## config.mk

```make
export PLATFORM = sky130hd
export DESIGN_NAME = wam_ctl_flat
export DESIGN_NICKNAME = d
export VERILOG_FILES = /design/src/rtl/wam_pkg.sv /design/src/rtl/wam_ctl_if.sv /design/src/rtl/wam_lfsr.sv /design/src/rtl/wam_ctl.sv /design/src/flat_wrapper.sv
export SDC_FILE = /design/constraint.sdc
export NUM_CORES = 1
export LEC_CHECK = 0
export CELL_PAD_IN_SITES_DETAIL_PLACEMENT = 1
export CELL_PAD_IN_SITES_GLOBAL_PLACEMENT = 2
export CORE_UTILIZATION = 35
export DETAILED_ROUTE_END_ITERATION = 12
export PLACE_DENSITY = 0.84
export SYNTH_ARGS = -nofsm -noshare
export SYNTH_HDL_FRONTEND = slang
export SYNTH_SLANG_ARGS = --single-unit
```

## constraint.sdc

```tcl
create_clock -name clk -period 2.7 [get_ports clk]
set_input_delay 0.54 -clock clk [delete_from_list [all_inputs] [get_ports clk]]
set_output_delay 0.54 -clock clk [all_outputs]
set_load 0.005 [all_outputs]
```

## src/rtl/wam_pkg.sv

```systemverilog
// Shared types and helpers for the Whac-A-Mole sequencer.
package wam_pkg;
  typedef enum logic [1:0] {IDLE, GAP, UP, OVER} state_t;

  localparam int NHOLES = 4;
  localparam int BCD_W  = 8;

  // Two-digit BCD decrement; ones digit 0 borrows from tens.
  function automatic logic [BCD_W-1:0] bcd_dec(input logic [BCD_W-1:0] t);
    if (t[3:0] == 4'd0) bcd_dec = {t[7:4] - 4'd1, 4'd9};
    else                bcd_dec = {t[7:4], t[3:0] - 4'd1};
  endfunction
endpackage

```

## src/rtl/wam_ctl_if.sv

```systemverilog
// Board-side and score-side signals of the mole sequencer.
interface wam_ctl_if;
  import wam_pkg::*;
  logic              tick;
  logic              start;
  logic [NHOLES-1:0] sw;
  logic [NHOLES-1:0] mole;
  logic              hit_pulse;
  logic              miss_pulse;
  logic              score_clr;
  logic [BCD_W-1:0]  time_left;
  logic              busy;
  logic              over;

  modport master (output tick, start, sw,
                  input  mole, hit_pulse, miss_pulse, score_clr, time_left, busy, over);
  modport slave  (input  tick, start, sw,
                  output mole, hit_pulse, miss_pulse, score_clr, time_left, busy, over);
endinterface

```

## src/rtl/wam_lfsr.sv

```systemverilog
// 8-bit Galois LFSR, x^8+x^6+x^5+x^4+1, free-running; exposes its low bits.
module wam_lfsr #(
  parameter logic [7:0] SEED  = 8'hA5,
  parameter int          OUT_W = 2
) (
  input  logic             clk,
  input  logic             clr,
  output logic [OUT_W-1:0] q
);
  logic [7:0] r;

  always_ff @(posedge clk or posedge clr) begin
    if (clr) r <= SEED;
    else     r <= {1'b0, r[7:1]} ^ (r[0] ? 8'hB8 : 8'h00);
  end

  assign q = r[OUT_W-1:0];
endmodule

```

## src/rtl/wam_ctl.sv

```systemverilog
// Whac-A-Mole game sequencer: mole pick/timing, hit detection, game countdown.
module wam_ctl
  import wam_pkg::*;
#(
  parameter int          SEC_TICKS  = 1000,
  parameter logic [7:0]  GAME_SECS  = 8'h30,
  parameter int          MOLE_TICKS = 800,
  parameter int          GAP_TICKS  = 300,
  parameter logic [7:0]  LFSR_SEED  = 8'hA5
) (
  input logic      clk,
  input logic      clr,
  wam_ctl_if.slave bus
);
  localparam int CW = 16;

  state_t            state;
  logic [1:0]        raw, pick, prev;
  logic [NHOLES-1:0] s1, s2, s3, rise;
  logic [CW-1:0]     sec_cnt, gap_cnt, up_cnt;
  logic [BCD_W-1:0]  t_next;
  logic              sec_wrap, game_end, hit, wrong, active;

  wam_lfsr #(.SEED(LFSR_SEED), .OUT_W(2)) u_lfsr (.clk(clk), .clr(clr), .q(raw));

  // Never show the same hole twice in a row.
  assign pick     = (raw == prev) ? raw + 2'd1 : raw;
  assign rise     = s2 & ~s3;
  assign hit      = |(rise & bus.mole);
  assign wrong    = |(rise & ~bus.mole);
  assign active   = (state == GAP) || (state == UP);
  assign sec_wrap = bus.tick && (sec_cnt == CW'(SEC_TICKS - 1));
  assign t_next   = bcd_dec(bus.time_left);
  assign game_end = sec_wrap && (t_next == '0);

  always_ff @(posedge clk or posedge clr) begin
    if (clr) begin
      state          <= IDLE;
      prev           <= '0;
      s1             <= '0;
      s2             <= '0;
      s3             <= '0;
      sec_cnt        <= '0;
      gap_cnt        <= '0;
      up_cnt         <= '0;
      bus.mole       <= '0;
      bus.hit_pulse  <= 1'b0;
      bus.miss_pulse <= 1'b0;
      bus.score_clr  <= 1'b0;
      bus.time_left  <= '0;
      bus.busy       <= 1'b0;
      bus.over       <= 1'b0;
    end else begin
      s1             <= bus.sw;
      s2             <= s1;
      s3             <= s2;
      bus.hit_pulse  <= 1'b0;
      bus.miss_pulse <= 1'b0;
      bus.score_clr  <= 1'b0;

      case (state)
        IDLE, OVER: begin
          if (bus.start) begin
            state         <= GAP;
            bus.time_left <= GAME_SECS;
            sec_cnt       <= '0;
            gap_cnt       <= CW'(GAP_TICKS);
            bus.score_clr <= 1'b1;
            bus.busy      <= 1'b1;
            bus.over      <= 1'b0;
            bus.mole      <= '0;
          end
        end
        GAP: begin
          if (bus.tick) begin
            if (gap_cnt <= CW'(1)) begin
              state    <= UP;
              bus.mole <= {{(NHOLES-1){1'b0}}, 1'b1} << pick;
              up_cnt   <= CW'(MOLE_TICKS);
              prev     <= pick;
            end else begin
              gap_cnt <= gap_cnt - CW'(1);
            end
          end
        end
        UP: begin
          if (bus.tick) up_cnt <= up_cnt - CW'(1);
          // Correct hit beats timeout, timeout beats wrong-hole presses.
          if (hit) begin
            bus.hit_pulse <= 1'b1;
            bus.mole      <= '0;
            gap_cnt       <= CW'(GAP_TICKS);
            state         <= GAP;
          end else if (bus.tick && up_cnt <= CW'(1)) begin
            bus.miss_pulse <= 1'b1;
            bus.mole       <= '0;
            gap_cnt        <= CW'(GAP_TICKS);
            state          <= GAP;
          end else if (wrong) begin
            bus.miss_pulse <= 1'b1;
          end
        end
        default: state <= IDLE;
      endcase

      // Game clock overrides the hole FSM when the countdown hits 00.
      if (active && bus.tick) begin
        if (sec_wrap) begin
          sec_cnt       <= '0;
          bus.time_left <= t_next;
        end else begin
          sec_cnt <= sec_cnt + CW'(1);
        end
        if (game_end) begin
          state    <= OVER;
          bus.mole <= '0;
          bus.busy <= 1'b0;
          bus.over <= 1'b1;
        end
      end
    end
  end
endmodule

```

## src/flat_wrapper.sv

```systemverilog
// flat-port wrapper written by rule: the top's interface ports become plain ports
module wam_ctl_flat import wam_pkg::*;
#(
  parameter int          SEC_TICKS  = 1000,
  parameter logic [7:0]  GAME_SECS  = 8'h30,
  parameter int          MOLE_TICKS = 800,
  parameter int          GAP_TICKS  = 300,
  parameter logic [7:0]  LFSR_SEED  = 8'hA5
)
  (clk, clr, bus_tick, bus_start, bus_sw, bus_mole, bus_hit_pulse, bus_miss_pulse, bus_score_clr, bus_time_left, bus_busy, bus_over);
  wam_ctl_if bus_i ();
  input logic clk;
  input logic clr;
  input wire logic [$bits(bus_i.tick)-1:0] bus_tick;
  input wire logic [$bits(bus_i.start)-1:0] bus_start;
  input wire logic [$bits(bus_i.sw)-1:0] bus_sw;
  output wire logic [$bits(bus_i.mole)-1:0] bus_mole;
  output wire logic [$bits(bus_i.hit_pulse)-1:0] bus_hit_pulse;
  output wire logic [$bits(bus_i.miss_pulse)-1:0] bus_miss_pulse;
  output wire logic [$bits(bus_i.score_clr)-1:0] bus_score_clr;
  output wire logic [$bits(bus_i.time_left)-1:0] bus_time_left;
  output wire logic [$bits(bus_i.busy)-1:0] bus_busy;
  output wire logic [$bits(bus_i.over)-1:0] bus_over;
  assign bus_i.tick = bus_tick;
  assign bus_i.start = bus_start;
  assign bus_i.sw = bus_sw;
  assign bus_mole = bus_i.mole;
  assign bus_hit_pulse = bus_i.hit_pulse;
  assign bus_miss_pulse = bus_i.miss_pulse;
  assign bus_score_clr = bus_i.score_clr;
  assign bus_time_left = bus_i.time_left;
  assign bus_busy = bus_i.busy;
  assign bus_over = bus_i.over;
  wam_ctl #(.SEC_TICKS(SEC_TICKS), .GAME_SECS(GAME_SECS), .MOLE_TICKS(MOLE_TICKS), .GAP_TICKS(GAP_TICKS), .LFSR_SEED(LFSR_SEED)) u_core (.clk(clk), .clr(clr), .bus(bus_i));
endmodule
```

After elaboration in Yosys (flattened, before gate mapping)
Index checks and enable logic that the tools add are counted.
{ "word_totals": {"register_bits": 89, "inputBits": 8} }
{ "classes": {"n_addsub": 6, "magnitude_cmp": 2, "n_eq_ne": 11, "shifts": 1, "muxes": 53, "bitwise": 6, "reduce_logical": 18} }
{ "op_table": {"columns": ["cell", "n"], "rows": [
  ["2-to-1 mux 16 bit", 12],
  ["2-to-1 mux 8 bit", 6],
  ["case mux 16 bit (3 select lines)", 1],
  ["<= comparator 16 x 1 -> 1 bit (second input constant)", 2],
  ["case mux 16 bit (2 select lines)", 1],
  ["subtractor 16 x 1 -> 16 bit (second input constant)", 2],
  ["2-to-1 mux 4 bit", 7],
  ["adder 16 x 1 -> 16 bit (second input constant)", 1],
  ["equality test 16 x 10 -> 1 bit (second input constant)", 1],
  ["2-to-1 mux 1 bit", 16],
  ["2-to-1 mux 2 bit", 8],
  ["bitwise AND 4 bit", 3],
  ["case mux 4 bit (3 select lines)", 1],
  ["!= test 2 bit (second input constant)", 5],
  ["logical NOT 8 bit", 1],
  ["NOT 4 bit", 2],
  ["AND reduction 4 bit", 2],
  ["OR reduction 4 bit", 2],
  ["subtractor 4 x 1 -> 4 bit (second input constant)", 2],
  ["XOR 7 x 8 -> 8 bit", 1],
  ["case mux 2 bit (3 select lines)", 1],
  ["nonzero test 2 bit", 3],
  ["equality test 2 bit (second input constant)", 2],
  ["logical AND 1 bit", 4],
  ["11 further kinds", 11]
]} }

Logic depth before layout (Yosys ltp)
Gate-level depths: netlist (run 1).
{ "logic_depth": {"depth_word": 8, "depth_mapped": 10} }

Cells and area by module
A second synthesis (run 1) with hierarchy kept.
{ "unflattened": {"hier_cells": 483, "area_unflattened_um2": 4633.2} }
{ "by_module_without_submodules": {"columns": ["module", "n_inst", "cells_per_inst", "area_per_inst_um2", "seq_area_each_um2"], "rows": [
  ["wam_ctl", 1, 469, 4383.0, 2026.9],
  ["wam_lfsr", 1, 14, 250.2, 205.2]
]} }

Worst setup path before layout (run 1)
OpenSTA, ideal clock, no wires.
{ "synth_timing": {"path_type": "flip-flop to flip-flop", "startpoint": "register u_core.up_cnt[5]", "endpoint": "register u_core.up_cnt[13]", "arrival_time_ps": 2378, "t_required_ps": 2622, "path_slack_ps": 244, "stages_incl_launch_ff": 7, "synth_period_minus_slack_ps": 2456, "cell_sequence": "dfrtp_1 or4_1 buf_2 or4_4 or3_1 or4_1 a21oi_1"} }
{ "synth_via": {"elab_chain_len": 3} }
{ "synth_lines": {"columns": ["element", "line", "source"], "rows": [
  ["start, declared", "wam_ctl.sv:20", "logic [CW-1:0] sec_cnt, gap_cnt, up_cnt;"],
  ["start signal, assigned", "wam_ctl.sv:79", "up_cnt <= CW'(MOLE_TICKS);"],
  ["start signal, assigned", "wam_ctl.sv:87", "if (bus.tick) up_cnt <= up_cnt - CW'(1);"],
  ["subtractor 16 x 1 -> 16 bit", "wam_ctl.sv:87", null],
  ["2-to-1 mux 16 bit", "wam_ctl.sv:87", null],
  ["case mux 16 bit (2 select lines)", "wam_ctl.sv:61", "case (state)"]
]} }
No other way between the ends. The select of a mux whose other input is x is not followed.
A chain may end at the register's enable or synchronous reset.

Worst setup path in the final report (run 1)
{ "layout_timing": {"startpoint": "register u_core.up_cnt[6]", "endpoint": "register u_core.up_cnt[13]"} }
Same word-level chain as after synthesis.

==> results of run 1 <==
==> per-layer routing <==
metal,part of all wire [%],GRT usage [%]
met4,1.4,7.37
met2,48,31.7
met3,1.9,2.32
met1,48,26.2
met5,0,0
==> stage by stage <==
step           total power [mW]  util (%)  cells  instance area [sq um]
2_1_floorplan              2.13         -    500                   4740
3_3_place_gp               2.48      40.8    711                   5400
3_5_place_dp               2.53      40.8    711                   5400
4_1_cts                    3.79      42.9    727                   5690
5_1_grt                    3.96      43.0    727                   5690
6_report                   3.76      43.0    727                   5690
==> layout make-up <==
class / instances / share of cell area (%)
Inverter: 23 / 1.58
Clock inverter: 7 / 1.12
Timing Repair Buffer: 58 / 9.14
Sequential cell: 89 / 39.2
Tap cell: 176 / 3.87
Clock buffer: 9 / 3.96
Multi-Input combinational cell: 365 / 41.1
==> what timing repair did <==
action,CTS,global route
gates resized for setup,0,1
hold buffers,0,0
setup endpoints to repair,0,4
==> kinds of logic (layout without fill, tap and decap cells) <==
kind of cell / after synthesis / in the layout / synth area share, %
XOR/XNOR: 6 / 6 / 1.11
flip-flops: 89 / 89 / 47.1
adder cells (fa/ha/maj): 10 / 10 / 2.64
AO/OA/AOI/OAI: 139 / 139 / 19.2
buffers and inverters: 46 / 97 / 3.70
multiplexers: 5 / 5 / 1.06
AND/OR/NAND/NOR: 205 / 205 / 25.2
==> synth_stat cells (all sizes together), types with 3 or more instances <==
| cell | count | area [sq um] |
|---|---|---|
| xor2 | 5 | 43.8 |
| o21bai | 4 | 30.0 |
| and2 | 5 | 31.3 |
| or2 | 5 | 31.3 |
| o31a | 3 | 26.3 |
| a31oi | 3 | 18.8 |
| nor2 | 26 | 97.6 |
| inv | 22 | 82.6 |
| nand3 | 23 | 115 |
| nor3 | 18 | 95.1 |
| and3 | 5 | 31.3 |
| o31ai | 35 | 263 |
| dfstp | 4 | 105 |
| a21oi | 41 | 205 |
| nand2b | 7 | 43.8 |
| o21ai | 23 | 115 |
| o41ai | 4 | 35.0 |
| nand4b | 3 | 26.3 |
| nand2 | 29 | 109 |
| mux2i | 5 | 50.1 |
| dfrtp | 85 | 2130 |
| nor2b | 4 | 25.0 |
| nand4 | 12 | 75.1 |
| a22o | 5 | 43.8 |
| a21o | 4 | 30.0 |
| ha | 10 | 125 |
| a211oi | 4 | 30.0 |
| or3 | 9 | 56.3 |
| nor4 | 11 | 83.8 |
| nor3b | 8 | 60.1 |
| or4 | 25 | 191 |
| clkbuf | 19 | 71.3 |
| nand3b | 9 | 67.6 |
| buf | 4 | 17.5 |
| and4 | 3 | 26.3 |
==> how the worst max path moves through the flow <==
stage | start | end | slack (ns)
3_3_place_gp | bus_tick | u_core.gap_cnt[11] | 0.14
3_5_place_dp | bus_tick | u_core.gap_cnt[12] | 0.04
5_1_grt | u_core.gap_cnt[0] | u_core.gap_cnt[2] | 0.02
4_1_cts | u_core.up_cnt[6] | u_core.up_cnt[13] | 0.13
6_report | u_core.up_cnt[6] | u_core.up_cnt[13] | 0.13
2_1_floorplan | u_core.up_cnt[5] | u_core.up_cnt[13] | 0.24
==> power by group through the flow <==
stage	registers [mW]	logic [mW]	clock network, mW
floorplan	1.52	0.602	0
global placement	1.54	0.933	0
detailed placement	1.56	0.974	0
CTS	1.53	0.979	1.28
global route	1.55	1.09	1.33
finish	1.53	0.979	1.25
==> sequential cells by signal, indices dropped and copies added (netlist names) <==
register and flops:
u_core.bus.busy 1, u_core.bus.hit_pulse 1, u_core.bus.miss_pulse 1, u_core.bus.mole 4
u_core.bus.over 1, u_core.bus.score_clr 1, u_core.bus.time_left 8, u_core.gap_cnt 16
u_core.prev 2, u_core.s1 4, u_core.s2 4, u_core.s3 4
u_core.sec_cnt 16, u_core.state 2, u_core.u_lfsr.r 8, u_core.up_cnt 16
==> placed cells by master, fill, tap and decap left out, types with 7 or more instances in the layout <==
| cell | instances |
|---|---|
| a21oi_1 | 41 |
| buf_4 | 32 |
| clkbuf_16 | 9 |
| clkdlybuf4s50_1 | 24 |
| dfrtp_1 | 85 |
| ha_1 | 10 |
| inv_1 | 20 |
| nand2_1 | 29 |
| nand2b_1 | 7 |
| nand3_1 | 23 |
| nand3b_1 | 9 |
| nand4_1 | 12 |
| nor2_1 | 26 |
| nor3_1 | 17 |
| nor3b_1 | 8 |
| nor4_1 | 9 |
| o21ai_0 | 22 |
| o31ai_1 | 35 |
| or3_1 | 9 |
| or4_1 | 24 |
==> metrics, run 1 <==
pins over their slew limit 0; total of max-cap violations 0; later-pin clock latency in the skew report 0.35 ns; die span in x 118 um; combined area of the multi-input logic cells 2340 sq um; Clock Pin Slew Worst Setup and Hold Paths 0.07 ns; average via count per standard cell 5.70; antenna violations before repair 0; 1st-pass router iterations 4; clock tree from TritonCTS yes; number of hold violations in the final report 0; wire length per cell 17.7 um; number of nets in the layout 564; Post-CTS Repair Setup Buffers 0; dominant register cell in the synthesized netlist dfrtp_1; number of cells produced by synthesis 500; Cell variety after synth 56; cell area after technology mapping 4740 sq um; fraction of layout instances using a drive strength above 1 12.0%; hold path endpoint u_core.s2[2]; Pwr Density 660 nW/um^2; endpoint of the worst-slack reg-to-reg timing path u_core.up_cnt[13]; cell chain of the critical path or4_1 > or4_4 > or3_1 > or4_1 > a21oi_1; Global Route Usage Sum 19.4%; wire length of the first global-routing pass 21800 um; GP Congestion 0.833; count of filler cells inserted in the layout 1526; max-slew headroom at the worst pin 30.9%; Post-Syn Nets 518; worst reg2reg startpoint u_core.up_cnt[6]; slew at the pin closest to its max-slew limit 1.03 ns; time the final worst path needs with I/O delays and setup 2.57 ns; final clock period utilization by the worst path 95.1%; Comb pwr share 26.0%; via count of the first global-routing pass 4295; depth of the worst register-to-register path 5; status complete, no violations; required time at the endpoint of the critical path 2.98 ns; Routed WL 12900 um; Crit. path cell count 5; number of input and output port buffers inserted 24; number of synthesized register bits 89; GRT Residual Overflow 0; switching power 1.32 mW; antenna-violating nets left 0; slowest stage cell, crit path or4_1; slack of the worst reg-to-reg path 0.13 ns; upper clock frequency limit 0.389 GHz; Crit path arrival time 2.84 ns; cts bufs inserted 9; initial standard-cell utilization of the core 35.8%; Area growth, synth to finish 20.2%; mean area per synthesized cell 9.47 sq um; net switching fraction of the power 35.0%; setup slack of the critical path after layout 0.132 ns; Bufs and invs on worst path 0; register area 2230 sq um; Std-Cell Rows 42; number of clock sinks seen by CTS 89; startpoint of the lowest-slack hold path u_core.s1[2]; RSZ-0062 raised after global routing no; sequential share of power 40.8%; Critical Path Max Stage Delay 0.62 ns; drt initial violations 221; floorplan die area 14000 sq um; relative contribution of the clock network to total power 33.2%; Most Frequent Cell on Critical Path or4_1; synthesis warning total 0; sequential area share after synthesis 47.1%; startpoint type of the worst setup path flip-flop; worst hold margin 0.353 ns; crit-path leading delay family simple AND/OR/NAND/NOR gates; die extent in y 118 um; cell-internal power 2.44 mW; HPWL Detailed 9030 um; H-tree depth 3; overall via count from detail_route 4144; category of the worst setup path capture point flip-flop; count of flip-flops with a built-in enable after synthesis 0; largest net degree at the start of global routing 90; number of stages on the worst hold path 0; highest fanout seen on the critical path 6; clk_skew 0.00848 ns; total I/O pin count 25; antenna fix cells 0; VDD IR-drop max 339 uV; maximum buffer depth of the clock tree 2; clock root buffer clkbuf_16; final setup violation count 0; final-layout setup total negative slack 0 ns; Hold Crit Class reg2reg; remaining design rule violation count 0; leakage power of the design 2.30 nW; fraction of registers with async set/reset 100%; Setup WS pre-CTS 0.0376 ns; class of the most critical setup path reg2reg; area of the core 13200 sq um
No activity file was read; power rests on OpenSTA's default activity.
==> run 2: changes to the inputs <==
Settings changed: CTS_CLUSTER_SIZE set to 30.
==> results of run 2 <==
No change in the layout: final DEF, timing and power equal those of run 1.
==> run 3: changes to the inputs <==
Settings changed: SETUP_SLACK_MARGIN set to 0.05.
==> run 3 against run 2 <==
First-iteration DRC count down 7.7%. Maximum frequency up 2.7%. Hold slack about the same. Combinational power up 0.5%. Cell area up 0.15%. Global-route usage unchanged. Register-to-register slack better by 0.07 ns. Largest power group unchanged. Final cell count unchanged. Sequential share of layout area down 0.060 points. Clock-buffer cell count unchanged. Setup slack better by 0.068 ns.
==> metrics, run 3 (same netlist as run 1, synthesis figures left out) <==
status complete, no violations; Clock Pin Slew Worst Setup and Hold Paths 0.07 ns (about the same); Placed Cells incl. Taps 711 (unchanged); maximum buffer depth of the clock tree 2 (unchanged); number of clock sinks seen by CTS 89 (unchanged); Crit path arrival time 2.77 ns (-0.07 ns); via count of the first global-routing pass 4295 (unchanged); wire length per cell 17.7 um (about the same); commonest non-fill, non-tap cell in the layout dfrtp_1; HPWL Detailed 9030 um (unchanged); highest fanout seen on the critical path 6 (unchanged); clock tree from TritonCTS yes; leakage power of the design 2.30 nW (about the same); pins over their slew limit 0 (unchanged); combined area of the multi-input logic cells 2350 sq um (+0.37%); count of filler cells inserted in the layout 1526 (unchanged); Routed WL 12800 um (about the same); worst reg2reg startpoint u_core.up_cnt[6]; Global Route Usage Sum 19.4% (unchanged); die span in x 118 um (unchanged); initial standard-cell utilization of the core 35.8% (unchanged); required time at the endpoint of the critical path 2.97 ns (about the same); startpoint type of the worst setup path flip-flop; clk_skew 0.00556 ns (-0.00292 ns); worst hold margin 0.353 ns (-0.000151 ns); category of the worst setup path capture point flip-flop; wire length of the first global-routing pass 21800 um (unchanged); GRT Residual Overflow 0 (unchanged); Post-CTS Repair Setup Buffers 0 (unchanged); time the final worst path needs with I/O delays and setup 2.50 ns (-0.0684 ns); later-pin clock latency in the skew report 0.35 ns (about the same); fraction of layout instances using a drive strength above 1 12.3% (+0.36 points); average via count per standard cell 5.71 (+0.14%); number of input and output port buffers inserted 24 (unchanged); Pwr Density 659 nW/um^2 (about the same); floorplan die area 14000 sq um (unchanged); final setup violation count 0 (unchanged); quantity of gates resized following cts 0 (unchanged); antenna violations before repair 0 (unchanged); slack of the worst reg-to-reg path 0.20 ns (+0.07 ns); Hold Crit Class reg2reg; GP Congestion 0.833 (unchanged); slew at the pin closest to its max-slew limit 0.972 ns (-0.0551 ns); CP Capture Point u_core.up_cnt[13]; largest net degree at the start of global routing 90 (unchanged); total of max-cap violations 0 (unchanged); cts bufs inserted 9 (unchanged); endpoint of the worst-slack reg-to-reg timing path u_core.up_cnt[13]; clock root buffer clkbuf_16; final-layout setup total negative slack 0 ns (unchanged); H-tree depth 3 (unchanged); number of nets in the layout 564 (unchanged); die extent in y 118 um (unchanged); remaining design rule violation count 0 (unchanged); Setup WS pre-CTS 0.0376 ns (unchanged); share of the core filled with cells in the final layout 43.1% (+0.066 points); total power of the final layout 3.76 mW (about the same); commonest non-fill, non-tap cells in the layout dfrtp_1, a21oi_1, o31ai_1; Largest regs u_core.gap_cnt x16, u_core.sec_cnt x16, u_core.up_cnt x16; drt initial violations 204 (-7.7%); antenna fix cells 0 (unchanged); setup slack of the critical path after layout 0.201 ns (+0.0684 ns); Std-Cell Rows 42 (unchanged); Area growth, synth to finish 20.4%; antenna-violating nets left 0 (unchanged); final clock period utilization by the worst path 92.6% (-2.5 points); register area 2230 sq um (unchanged); VDD IR-drop max 339 uV (about the same); Final Cell Area 5700 sq um (+0.15%); post-detailed-placement cell area 5400 sq um (unchanged); depth of the worst register-to-register path 5 (unchanged); 1st-pass router iterations 4 (unchanged); overall via count from detail_route 4150 (+0.14%); Cell Count, Final, Fillers Out 727 (unchanged); Worst Setup SP u_core.up_cnt[6]; max-slew headroom at the worst pin 35.0% (+4.0 points); area of the core 13200 sq um (unchanged); class of the most critical setup path reg2reg; # hold bufs at CTS 0 (unchanged); RSZ-0062 raised after global routing no; total I/O pin count 25 (unchanged); upper clock frequency limit 0.400 GHz (+2.7%); number of hold violations in the final report 0 (unchanged)
## run 3: cell counts in the layout (fill, tap and decap cells not counted)
No cell type changed its count.
## run 3: area by class of cell
class / count / share of cell area, %
multi-input combinational: 365 / 41.2
clock buffer: 9 / 3.95
clock inverter: 7 / 1.12
tap: 176 / 3.86
inverter: 23 / 1.58
timing repair buffer: 58 / 9.13
sequential: 89 / 39.1
## run 3: layer usage
layer	part of all wire [%]	GRT usage (%)
met5	0	0
met4	1.2	7.37
met3	1.6	2.32
met2	49	31.7
met1	48	26.2
## run 3: worst min-delay path by stage
stage / startpoint / to / depth (start not counted)
detailed placement: u_core.u_lfsr.r[3] / u_core.u_lfsr.r[2] / 0
finish: u_core.u_lfsr.r[3] / u_core.u_lfsr.r[2] / 0
floorplan: u_core.s1[0] / u_core.s2[0] / 0
global placement: u_core.s1[2] / u_core.s2[2] / 0
global route: u_core.u_lfsr.r[3] / u_core.u_lfsr.r[2] / 0
CTS: u_core.u_lfsr.r[3] / u_core.u_lfsr.r[2] / 0
## run 3: critical path, cell delays in order (launching register included)
cell     delay (ns)
dfrtp_1        0.43
or4_4          0.57
or4_4          0.46
or3_1          0.39
or4_1          0.41
a21oi_1        0.16
## run 3: where the power goes
group	switching (mW)	internal, mW
clock	0.601	0.644
combinational	0.608	0.375
sequential	0.105	1.43
